[src/rtl/nrx_pkg.sv]
// Shared types and constants for the sprite/radar attribute RAM path.
package nrx_pkg;

    localparam int unsigned NRX_SPRAM_ADR_W = 11;

    typedef enum logic [1:0] {
        GNT_NONE,
        GNT_SPR,
        GNT_CPU
    } gnt_t;

endpackage

[src/rtl/nrx_spram_arbiter.sv]
// Shares the 16-bit attribute RAM between the sprite line engine and the Z80 CPU.
// Sprite wins in H-blank, CPU wins in H-display; a bounded-wait counter forces CPU slots.
module nrx_spram_arbiter
    import nrx_pkg::*;
#(
    parameter int unsigned ADR_W    = NRX_SPRAM_ADR_W,
    parameter int unsigned MAX_WAIT = 8
) (
    input  logic             VCLKx4,
    input  logic             rst_n,
    input  logic             hblk,
    input  logic             spr_req,
    input  logic [ADR_W-1:0] spr_adr,
    output logic             spr_stall,
    output logic [15:0]      spr_dat,
    output logic             spr_vld,
    input  logic             cpu_req,
    input  logic             cpu_we,
    input  logic [ADR_W:0]   cpu_adr,
    input  logic [7:0]       cpu_wd,
    output logic [7:0]       cpu_rd,
    output logic             cpu_wait,
    output logic             cpu_ack,
    output logic [ADR_W-1:0] ram_adr,
    output logic [1:0]       ram_we,
    output logic [15:0]      ram_wd,
    input  logic [15:0]      ram_rd
);

    localparam int unsigned WcntW = (MAX_WAIT > 2) ? $clog2(MAX_WAIT) : 1;
    localparam logic [WcntW-1:0] WcntMax = WcntW'(MAX_WAIT - 1);

    gnt_t             gnt, gnt_q;
    logic             armed_q, armed_d;
    logic [WcntW-1:0] wcnt_q, wcnt_d;
    logic             lane_q, we_q;
    logic [ADR_W-1:0] adr_q;
    logic             cpu_elig;

    // A CPU grant still returning blocks re-arbitration of the same held request.
    assign cpu_elig = cpu_req & armed_q & (gnt_q != GNT_CPU);

    always_comb begin
        gnt = GNT_NONE;
        if (!rst_n) begin
            gnt = GNT_NONE;
        end else if (cpu_elig && (wcnt_q == WcntMax)) begin
            gnt = GNT_CPU;
        end else if (hblk) begin
            if (spr_req)       gnt = GNT_SPR;
            else if (cpu_elig) gnt = GNT_CPU;
        end else begin
            if (cpu_elig)     gnt = GNT_CPU;
            else if (spr_req) gnt = GNT_SPR;
        end
    end

    always_comb begin
        ram_adr = adr_q;
        ram_we  = 2'b00;
        ram_wd  = 16'h0000;
        unique case (gnt)
            GNT_SPR: ram_adr = spr_adr;
            GNT_CPU: begin
                ram_adr = cpu_adr[ADR_W:1];
                ram_wd  = {cpu_wd, cpu_wd};
                if (cpu_we) ram_we = cpu_adr[0] ? 2'b10 : 2'b01;
            end
            default: ;
        endcase
    end

    always_comb begin
        spr_stall = rst_n & spr_req & (gnt != GNT_SPR);
        spr_vld   = rst_n & (gnt_q == GNT_SPR);
        spr_dat   = spr_vld ? ram_rd : 16'h0000;
        cpu_ack   = rst_n & (gnt_q == GNT_CPU);
        cpu_rd    = 8'h00;
        if (cpu_ack && !we_q) cpu_rd = lane_q ? ram_rd[15:8] : ram_rd[7:0];
        cpu_wait  = rst_n & cpu_req & armed_q & ~cpu_ack;
    end

    always_comb begin
        wcnt_d = wcnt_q;
        if (!cpu_req || (gnt == GNT_CPU)) begin
            wcnt_d = '0;
        end else if (cpu_elig && (wcnt_q != WcntMax)) begin
            wcnt_d = wcnt_q + 1'b1;
        end
        // Disarm once served; re-arm only after the CPU lets go of the request.
        armed_d = ~cpu_req | (armed_q & (gnt_q != GNT_CPU));
    end

    always_ff @(posedge VCLKx4) begin
        if (!rst_n) begin
            gnt_q   <= GNT_NONE;
            armed_q <= 1'b1;
            wcnt_q  <= '0;
            lane_q  <= 1'b0;
            we_q    <= 1'b0;
            adr_q   <= '0;
        end else begin
            gnt_q   <= gnt;
            armed_q <= armed_d;
            wcnt_q  <= wcnt_d;
            adr_q   <= ram_adr;
            if (gnt == GNT_CPU) begin
                lane_q <= cpu_adr[0];
                we_q   <= cpu_we;
            end
        end
    end

endmodule
[config.mk]
export PLATFORM = sky130hd
export DESIGN_NAME = nrx_spram_arbiter
export DESIGN_NICKNAME = d
export VERILOG_FILES = /design/src/rtl/nrx_pkg.sv /design/src/rtl/nrx_spram_arbiter.sv
export SDC_FILE = /design/constraint.sdc
export NUM_CORES = 1
export LEC_CHECK = 0
export ABC_AREA = 1
export CORE_ASPECT_RATIO = 1.75
export CORE_MARGIN = 2
export CORE_UTILIZATION = 35
export DETAILED_ROUTE_END_ITERATION = 10
export GPL_TIMING_DRIVEN = 0
export PLACE_DENSITY = 0.8
export SKIP_CTS_REPAIR_TIMING = 1
export SKIP_LAST_GASP = 1
export SLEW_MARGIN = 25
export SYNTH_ARGS = -nofsm -noshare
export SYNTH_HDL_FRONTEND = slang
export SYNTH_SLANG_ARGS = --single-unit
[constraint.sdc]
create_clock -name VCLKx4 -period 4.8 [get_ports VCLKx4]
set_input_delay 0.96 -clock VCLKx4 [delete_from_list [all_inputs] [get_ports VCLKx4]]
set_output_delay 0.96 -clock VCLKx4 [all_outputs]
set_load 0.01 [all_outputs]
Yosys cells after proc, flatten, opt, wreduce, memory -nomap -nowiden
Index checks and enable logic that the tools add are counted.
{ "totals": {"regBits": 19, "inputBits": 53} }
{ "op_classes": {"addsub": 1, "n_eq_ne": 8, "n_mux": 15, "bitwise_logic": 14, "reduce_logical": 7} }
{ "ops": {"columns": ["op", "count"], "rows": [
  ["2-to-1 mux 16 bit", 2],
  ["case mux 11 bit (2 select lines)", 1],
  ["2-to-1 mux 2 bit", 9],
  ["2-to-1 mux 8 bit", 2],
  ["AND 1 bit", 10],
  ["equality test 2 x 1 -> 1 bit, second input constant", 2],
  ["equality test 2 bit, second input constant", 2],
  ["adder 3 x 1 -> 3 bit, second input constant", 1],
  ["equality test 3 bit, second input constant", 1],
  ["logical AND 1 bit", 3],
  ["!= test 3 bit, second input constant", 1],
  ["NOT 1 bit", 3],
  ["logical NOT 1 bit", 2],
  ["!= test 2 x 1 -> 1 bit, second input constant", 1],
  ["!= test 2 bit, second input constant", 1],
  ["OR reduction 2 bit", 1],
  ["logical OR 1 bit", 1],
  ["2-to-1 mux 1 bit", 1],
  ["bitwise OR 1 bit", 1]
]} }

Longest topological paths before layout
Gate-level depths: netlist (run 1).
{ "logic_depth": {"word_depth": 10, "depth_mapped": 12} }

Worst setup path after synthesis (run 1)
Ideal clock, no wire load.
{ "synth_path": {"path_type": "input port to output port", "start": "in cpu_req", "end": "out ram_adr[0]", "arrival_time_ps": 2059, "setup_slack_ps": 1781, "path_stages": 10, "path_buffers": 1, "path_cell_list": "nand2_1 -> inv_1 -> nand2_1 -> o21ai_2 -> inv_1 -> ha_1 -> inv_1 -> buf_2 -> nand2_1 -> nand2_1"} }
{ "synth_via": {"elab_cells_between_ends": 12, "cone_classes": "2 x eq/ne; 7 x mux; 2 x bitwise; 1 x reduce/logical"} }
{ "synth_lines": {"columns": ["element", "line", "text"], "rows": [
  ["from (decl)", "nrx_spram_arbiter.sv:17", "input logic cpu_req,"],
  ["AND 1 bit (*) (2 in a row)", "nrx_spram_arbiter.sv:41", "assign cpu_elig = cpu_req & armed_q & (gnt_q != GNT_CPU);"],
  ["2-to-1 mux 2 bit", "nrx_spram_arbiter.sv:53", "if (cpu_elig) gnt = GNT_CPU;"],
  ["2-to-1 mux 2 bit", "nrx_spram_arbiter.sv:49", "end else if (hblk) begin"],
  ["2-to-1 mux 2 bit (*)", "nrx_spram_arbiter.sv:47", "end else if (cpu_elig && (wcnt_q == WcntMax)) begin"],
  ["2-to-1 mux 2 bit (*)", "nrx_spram_arbiter.sv:45", "if (!rst_n) begin"],
  ["via gnt[0]", "nrx_spram_arbiter.sv:33", "gnt_t gnt, gnt_q;"],
  ["equality test 2 bit / equality test 2 x 1 -> 1 bit (equally long branches)", "nrx_spram_arbiter.sv:62", "unique case (gnt)"],
  ["case mux 11 bit (2 select lines) (*)", "nrx_spram_arbiter.sv:62", null],
  ["to (decl)", "nrx_spram_arbiter.sv:24", "output logic [ADR_W-1:0] ram_adr,"]
]} }
The timed path passes the listed nets; every way through them passes the cells marked *.

Worst setup path in the final report (run 1)
{ "layout_path": {"start": "in cpu_req", "end": "out ram_adr[6]"} }
Same word-level chain as after synthesis.

==> summary.txt, run 1 <==
Cells and area
  • Ratio of cells with drive above 1 in the final layout: 8.54%
  • Final core occ: 67.1%
  • Diode count: 0
  • NumNets Final: 421
  • # fillers: 361
  • Area Growth Syn to Fin: 84.0%

Placed design
  • Port Buf Inserts: 109
  • Placer Congestion: 0.765
  • Dpl hpwl: 3620 um

STA
  • Fin. max-slew vios: 0
  • F_max: 0.235 GHz
  • Clock Skew: 2.47 ps
  • Fin Setup TNS: 0 ps
  • Final setup violation count: 0
  • Tcrit/Tclk final: 88.7%
  • Worst slew pin tran: 219 ps
  • Hold Vio Cnt, Final: 0
  • Minimum clock period: 4260 ps
  • RSZ-0062 raised after global routing: false
  • Max transition margin: 85.3%

Critical path
  • Crit path launch type: input pin
  • Crit-path cells: clkdlybuf4s50_1, nand2_1, inv_1, nand2_1, o21ai_2, inv_1, ha_1, inv_1, buf_2, nand2_1, nand2_1, clkdlybuf4s50_1
  • Crit-path max FO: 10
  • Crit path launch: cpu_req
  • Reg2Reg Launch Point: wcnt_q[0]
  • Slowest-stage cell, CP: clkdlybuf4s50_1
  • Critical Path AT: 3300 ps
  • Slowest cell delay on critical path: 550 ps
  • Critical Path RT: 3840 ps
  • Most used cell, CP: nand2_1
  • CP Class: in2out
  • Cell depth of the worst flop-to-flop path: 11
  • Crit path capture type: output pin
  • End point of the critical path: ram_adr[6]
  • Reg2reg end: wcnt_q[0]
  • R2r setup slk: 2770 ps

Clocking
  • CTS tree: yes
  • CTS clock-pin slew for the worst setup and hold paths: 70 ps
  • CTS root buffer: clkbuf_8
  • Longest Clk Path Bufs: 2
  • Htree depth: 1
  • CTS Buf Count: 3
  • Clock latency on the worst-skew pair: 260 ps
  • Clock Sinks: 19

Routing
  • Vias per inst: 4.31
  • Remaining DRCs: 0
  • DR iter-0 viols: 22
  • Wl on met1: 1480 um
  • Initial DRT Pass Iterations: 4
  • Post-route ant nets: 0
  • Top layer in use: met4
  • Total Wirelength: 4250 um
  • Wire length on met2: 2390 um
  • Post-DR wirelength/cell: 10.3 um
  • Met3 wire len: 313 um
  • Vias: 1770

Pwr
  • PwrDens: 168 mW/mm2
  • Worst VDD drop: 175 uV
  • Power, Total: 440 uW
  • Leak: 0.00135 uW

Logic synthesis
  • Synth warnings: 0
  • Top cell type by total area after synthesis: dfxtp_1
  • Ys flop type: dfxtp_1
  • Ranking of synthesized cells by area: dfxtp_1 (27%), nand2_1 (23%), inv_1 (12%)
  • Number of synthesized register bits: 19
  • Sequential-to-total area share from yosys stat: 26.7%
  • Netlist cell types: 21
  • Post-synth EDFFs: 0
  • Cell Area, Synth: 0.00142 mm2
  • Avg Cell Area, Syn: 5.70 um2
  • Post-synthesis async set-or-reset flop share: 0%
  • Top post-synthesis cells by count: nand2_1 (88), inv_1 (46), nor2_1 (39)
  • Top cell type's share of synthesized area: 26.7%
  • Synthesized net count: 307
  • Most common cell in the netlist: nand2_1
  • Mapped Cells: 250

Global routing
  • Number of global-route vias before repair: 1616
  • Total grt overflow: 0
  • Largest net degree at the start of global routing: 11
  • Total track usage: 18.6%
  • First-pass GRT wire length: 6650 um
  • Initial antenna violation count: 0

Floorplanning
  • Num ports: 110
  • Core area: 0.00390 mm2
  • Starting Density: 36.5%
  • Chip Width: 52.2 um
  • # rows: 30
  • Die area: 0.00461 mm2
  • Die H: 88.4 um

Run status
  • Status: complete, no violations

Worst hold path
  • HP Class: reg2reg

Flow run
  • Total of max-cap violations: 0
[routing by layer]
metal	global-route usage, %	vias to the layer above
li1	-	952
met5	0	-
met3	4.05	5
met2	37.2	61
met1	17.7	752
met4	6.99	0
[power by group]
group	internal [uW]	leakage (uW)	switching [uW]
combinational	89.4	0.00118	68.4
sequential	164	0.000154	3.00
clock	59.2	0.0000228	55.7
total	312	0.00135	127
[layout by cell type, fill, tap and decap left out, types with 2 or more instances in the layout]
master | Yosys | final
a21oi_1 | 18 | 18
nand4_1 | 3 | 3
o22ai_1 | 2 | 2
clkdlybuf4s50_1 | 0 | 109
nand2_4 | 2 | 2
dfxtp_1 | 19 | 19
inv_1 | 46 | 46
nor2_4 | 2 | 2
buf_2 | 7 | 7
nand2_1 | 88 | 88
buf_4 | 9 | 9
nor2_1 | 39 | 39
nand2_2 | 3 | 3
ha_1 | 4 | 4
clkbuf_8 | 0 | 3
[flip-flops by register name, indices dropped and copies added, names as in the netlist]
name and flops:
we_q 1, adr_q 11, gnt_q 2, lane_q 1, armed_q 1, wcnt_q 3
[worst min path at each step]
stage	endpoint	from	slack, ps	cells after the start
3_3_place_gp	adr_q[3]	adr_q[3]	460	2
3_5_place_dp	adr_q[5]	adr_q[5]	470	2
4_1_cts	adr_q[5]	adr_q[5]	480	2
6_report	adr_q[5]	adr_q[5]	470	2
5_1_grt	adr_q[9]	adr_q[9]	490	2
2_1_floorplan	adr_q[3]	adr_q[3]	440	2
[worst max-delay path: cells and delay by family]
family,cells,cell delay [ps]
buffers and inverters,6,1550
and+or+nand+nor,4,320
adders and majority gates,1,300
AOI/OAI and AO/OA,1,160
[cell type report]
cell class / instances / area, um2 / area share [%]
repair buffers: 109 / 1090 / 41.6
flip-flops and latches: 19 / 380 / 14.5
multi-input cells: 167 / 753 / 28.7
well taps: 48 / 60.1 / 2.29
inverters: 47 / 176 / 6.73
plain buffers: 17 / 114 / 4.35
clock buffers: 4 / 45.0 / 1.72
[metrics by stage]
stage	std cells	hold slack (ps)	area [um2]	setup WS, ps
finish	411	472	2620	541
detailed placement	407	466	2570	543
CTS	411	477	2620	524
global placement	407	456	2570	551
floorplan	250	444	1420	1780
global route	411	494	2620	397
[cell families (layout without fill, tap and decap cells)]
group	count (synthesis)	in the layout	share of synthesized area, %
fa+ha+maj	4	4	3.52
simple gates	141	141	41.2
buf+inv	64	177	20.4
compound gates	22	22	8.17
flops	19	19	26.7
(Power assumes the default switching activity.)
==> run 2: changes to the inputs <==
--- a/config.mk
+++ b/config.mk
@@ -6,6 +6,7 @@
 export NUM_CORES = 1
 export LEC_CHECK = 0
 export ABC_AREA = 1
+export CAP_MARGIN = 5
 export CORE_ASPECT_RATIO = 1.75
 export CORE_MARGIN = 2
 export CORE_UTILIZATION = 35
==> results of run 2 <==
No change in the layout: final DEF, timing and power equal those of run 1.
==> run 3: changes to the inputs <==
==> constraint.sdc (replaced) <==
create_clock -name VCLKx4 -period 4.8 [get_ports VCLKx4]
set_input_delay 0.48 -clock VCLKx4 [delete_from_list [all_inputs] [get_ports VCLKx4]]
set_output_delay 0.48 -clock VCLKx4 [all_outputs]
set_load 0.01 [all_outputs]
==> results of run 3 <==
The final DEF is identical to that of run 1. Status: complete, no violations.
Among the figures that moved: setup slack after placement 543 ps -> 1500 ps; setup slack after layout 541 ps -> 1500 ps
